File: config.mk
export PLATFORM = sky130hd
export DESIGN_NAME = vscale_iter_shifter
export DESIGN_NICKNAME = d
export VERILOG_FILES = /design/src/rtl/vscale_iter_shifter.sv
export SDC_FILE = /design/constraint.sdc
export NUM_CORES = 1
export LEC_CHECK = 0
export CORE_MARGIN = 10
export CORE_UTILIZATION = 30
export CTS_CLUSTER_SIZE = 16
export DETAILED_ROUTE_END_ITERATION = 12
export PLACE_DENSITY = 0.71
export SYNTH_ARGS = -nofsm -noshare
export SYNTH_HDL_FRONTEND = slang
export SYNTH_SLANG_ARGS = --single-unit
export TNS_END_PERCENT = 5
File: constraint.sdc
create_clock -name clk -period 2.05 [get_ports clk]
set_clock_uncertainty 0.2 [all_clocks]
set_input_delay 0.3075 -clock clk [delete_from_list [all_inputs] [get_ports clk]]
set_output_delay 0.3075 -clock clk [all_outputs]
set_load 0.005 [all_outputs]
File: src/rtl/vscale_iter_shifter.sv
// Iterative one-bit-per-cycle shifter for SLL/SRL/SRA with a req/resp handshake.
// Width comes from XPR_LEN; a local default keeps the file self-contained.
`ifndef XPR_LEN
`define XPR_LEN 32
`endif

module vscale_iter_shifter (
    input  logic                clk,
    input  logic                reset_n,
    input  logic                req_valid,
    output logic                req_ready,
    input  logic [1:0]          req_op,
    input  logic [`XPR_LEN-1:0] req_src_a,
    input  logic [`XPR_LEN-1:0] req_src_b,
    input  logic                kill,
    output logic                resp_valid,
    input  logic                resp_ready,
    output logic [`XPR_LEN-1:0] resp_result
);

    localparam int unsigned XprLen = `XPR_LEN;

    typedef enum logic [1:0] {
        StIdle = 2'd0,
        StBusy = 2'd1,
        StDone = 2'd2
    } state_e;

    localparam logic [1:0] OpSll = 2'b00;
    localparam logic [1:0] OpSra = 2'b10;

    state_e              r_state;
    state_e              w_state_next;
    logic [XprLen-1:0]   r_data;
    logic [XprLen-1:0]   w_data_next;
    logic [1:0]          r_op;
    logic [1:0]          w_op_next;
    logic [4:0]          r_count;
    logic [4:0]          w_count_next;
    logic [XprLen-1:0]   w_shift_one;
    logic                w_accept;
    logic                w_unused_src_b;

    // Only the shift amount field of source B matters.
    assign w_unused_src_b = ^req_src_b[XprLen-1:5];

    assign req_ready   = reset_n & (r_state == StIdle) & ~kill;
    assign w_accept    = req_valid & req_ready;
    assign resp_valid  = (r_state == StDone);
    assign resp_result = r_data;

    // Reserved op falls through to the logical right shift.
    always_comb begin
        w_shift_one = {1'b0, r_data[XprLen-1:1]};
        if (r_op == OpSll) begin
            w_shift_one = {r_data[XprLen-2:0], 1'b0};
        end else if (r_op == OpSra) begin
            w_shift_one = {r_data[XprLen-1], r_data[XprLen-1:1]};
        end
    end

    always_comb begin
        w_state_next = r_state;
        w_data_next  = r_data;
        w_op_next    = r_op;
        w_count_next = r_count;
        if (kill) begin
            w_state_next = StIdle;
        end else begin
            unique case (r_state)
                StIdle: begin
                    if (w_accept) begin
                        w_state_next = StBusy;
                        w_data_next  = req_src_a;
                        w_op_next    = req_op;
                        w_count_next = req_src_b[4:0];
                    end
                end
                StBusy: begin
                    if (r_count == 5'd0) begin
                        w_state_next = StDone;
                    end else begin
                        w_data_next  = w_shift_one;
                        w_count_next = r_count - 5'd1;
                    end
                end
                StDone: begin
                    if (resp_ready) begin
                        w_state_next = StIdle;
                    end
                end
                default: begin
                    w_state_next = StIdle;
                end
            endcase
        end
    end

    always_ff @(posedge clk or negedge reset_n) begin
        if (!reset_n) begin
            r_state <= StIdle;
            r_data  <= '0;
            r_op    <= 2'b00;
            r_count <= 5'd0;
        end else begin
            r_state <= w_state_next;
            r_data  <= w_data_next;
            r_op    <= w_op_next;
            r_count <= w_count_next;
        end
    end

endmodule
==> key figures <==
Timing
  – Fin Hold WS: between 0.3 and 0.4 ns
  – Period utilization: 103%
  – RSZ-0062 raised after global routing: yes
  – Worst slew pin tran: between 0.5 and 0.6 ns
  – Fmax: around 0.48 GHz
  – Endpoints failing setup: 17
  – Minimum clock period: 2.10 ns
  – Post-Route Setup TNS: -0.576 ns
  – Final hold viol count: 0
  – Max-slew violations: 0
  – Max_slew headroom: 63.5%
  – Post-route worst setup slack: -0.0522 ns

Pwr
  – Leak Pwr: about 1.6 nW
  – Peak supply drop: 0.467 mV
  – Total Power: a little under 4 mW
  – Cell-internal power: 2.52 mW
  – Combinational power share: 46.8%
  – Pwr/cell area: 1020 nW/um^2
  – Net Sw Power: 1.40 mW
  – Seq pwr share: around 36%
  – Sw Share: 35.8%
  – Clk pwr share: between 10% and 20%

Detailed routing
  – Detailed Routing Iterations Pass 1: 4
  – Final antenna-violating net count: 0
  – Drt wl/cell: 17.4 um
  – Via count: between 2000 and 2500
  – DRT iter0 DRCs: 112
  – Residual DRC: 0
  – Final wirelength: about 8100 um
  – Routed vias/inst: 5.14

Critical path
  – Crit Path Class: reg -> reg
  – Setup crit end kind: register
  – R2R depth: 8
  – Slowest-stage cell, CP: dfrtp_1
  – CP Cell Sequence: inv_2 -> ha_4 -> nor4b_4 -> a2bb2oi_4 -> buf_6 -> clkbuf_16 -> a311oi_2 -> a21o_1
  – CP max FO: 7
  – Crit path depth: 8
  – Buffers and inverters on the worst path: 3
  – Worst endpoint required time: 2.05 ns
  – CP arrival: 2.10 ns
  – Startpoint Class: register
  – Critical R2R Capture: resp_result[28]
  – Reg2reg start: r_count[1]
  – Crit path max-delay family: compound AO/OA/AOI/OAI gates
  – Reg2Reg Setup Slack: -0.05 ns
  – CP max stage delay: roughly 0.40 ns

Clock tree
  – CTS tree: done
  – Num CTS Buffers: 5
  – Root buffer cell: clkbuf_8
  – Clock Latency Late Sink: 0.30 ns
  – CTS Sinks: 41
  – Max H-tree Level: 2
  – CTS Buffer Depth: 2
  – Clk slew on worst S/H paths: 0.09 ns

GRT
  – Initial antenna violation count: 0
  – GR Overflow Total: 0
  – Largest net degree at the start of global routing: 48
  – Vias in the first global route: 2435
  – GR Util All Layers: 11.9%
  – Global-route wire length before repair: 12800 um

Placement
  – DP Worst Slack: -0.261 ns
  – Port Buffer Count: 77
  – Cell Area, Placed: 3520 um^2
  – Post-DP HPWL: 5420 um
  – RD Place Congestion: 0.735

Floorplanning
  – Die area: 12600 um^2
  – Die height: 112 um
  – Core Rows: 33
  – Die width: 112 um
  – Core Box Area: between 8000 and 9000 um^2
  – # IOs: 105
  – Initial Util: 30.8%

Yosys
  – Number of enable flip-flop cells after synthesis: 0
  – Post-synthesis cell count: between 200 and 300
  – Syn_nets: 337
  – Post-synth ARST share: 100%
  – Post-synthesis sequential area ratio: 40.3%
  – Cell taking the most area after synthesis: dfrtp_1
  – Yosys top cell area share: 40.3%
  – Synth top area cells: dfrtp_1, a311oi_2, a21o_1
  – Synthesized cell area: 2550 um^2
  – Avg Cell Area, Syn: just under 10 um^2
  – Register bit total from synthesis: 41
  – Count leader, synth: dfrtp_1
  – Synth cell count leaders: dfrtp_1, nor2_1, nand2_1
  – Synth warnings: 0
  – Ys flop type: dfrtp_1
  – Yosys cell types: 31

Layout
  – Register Area: 1030 um^2
  – Multi-input gate area: approximately 1400 um^2
  – # nets final: ~430
  – Layout cell share with drive strength beyond 1: 24.6%
  – Fin area: 3860 um^2
  – FILL cells: 795
  – Synth-to-layout area growth: 51.4%
  – Diodes inserted: 0

Run status
  – Failing checks: setup timing
  – Status: complete, but fails checks

Hold path
  – WHS Endpoint: resp_result[13]
  – Hold Path Origin: resp_result[13]
  – WHS Path Cells: 1
  – Hold Crit Class: reg -> reg

Run
  – Maxcap violations: 0
routing by layer:
layer | routed length [um] | vias to the layer above | share of wire [%] | track usage, %
met2 | 3880 | 50 | 48 | 18.9
li1 | - | 1153 | - | -
met4 | 54 | 0 | 0.67 | 2.28
met5 | 0 | - | 0 | 0
met3 | 452 | 6 | 5.6 | 4.26
met1 | 3720 | 1192 | 46 | 15.2
placed cells by master (no fill, tap or decap), drive strengths merged, types with 2 or more instances in the layout:
cell type      netlist  routed
clkdlybuf4s50        0      75
dfrtp               41      41
nor2                40      40
nand2               35      35
o21ai               35      35
buf                 10      34
a311oi              30      30
a21o                30      30
clkbuf              14       9
inv                  5       5
mux2                 3       3
nor4b                2       2
a21oi                2       2
a22oi                2       2
nor2b                2       2
nor3                 2       2
a31oi                2       2
power groups by stage:
stage,Clock [mW],Sequential (mW),Combinational [mW]
floorplan,0,1.36,0.796
global placement,0,1.39,1.69
detailed placement,0,1.40,1.72
CTS,0.704,1.39,1.75
global route,0.745,1.44,2.00
finish,0.690,1.39,1.83
registers in the layout, summed over array words and instances, names as in the netlist:
signal       count
r_state          2
resp_result     32
r_count          5
r_op             2
area by class of cell:
cell class	count	share of cell area [%]
multi-input cells	195	36.8
flip-flops and latches	41	26.6
inverters	5	0.487
repair buffers	113	29.7
clock buffers	7	2.24
clock inverters	1	0.779
well taps	105	3.41
how the worst max path moves through the flow:
stage / start / slack [ns] / end
after floorplan: r_count[0] / 0.16 / r_count[3]
after global placement: kill / -0.22 / resp_result[31]
after detailed placement: kill / -0.26 / resp_result[13]
after CTS: r_count[0] / -0.09 / r_count[0]
after global routing: r_count[1] / -0.13 / resp_result[9]
final: r_count[1] / -0.05 / resp_result[28]
cells by family (layout without fill, tap and decap cells):
kind of cell / count (synthesis) / in the layout / share of synthesized area [%]
muxes: 3 / 3 / 1.33
buffers and inverters: 29 / 126 / 5.60
DFF: 41 / 41 / 40.3
AOI/OAI and AO/OA: 106 / 106 / 37.4
and+or+nand+nor: 85 / 85 / 14.9
adders and majority gates: 1 / 1 / 0.491
what timing repair did:
item                       in CTS  in global routing
setup endpoints to repair      29                 33
hold endpoints to repair       41                  0
gates cloned                    0                  2
setup buffers                   0                 13
hold buffers                    1                  0
resized for setup               7                 11
pin swaps                       1                  8
through the flow:
| stage | util, % | std cells |
|---|---|---|
| 2_1_floorplan | - | 265 |
| 5_1_grt | 46.7 | 467 |
| 3_3_place_gp | 42.6 | 443 |
| 3_5_place_dp | 42.6 | 443 |
| 6_report | 46.7 | 467 |
| 4_1_cts | 44.4 | 452 |
Note: power is estimated with default switching activity, not from simulation.
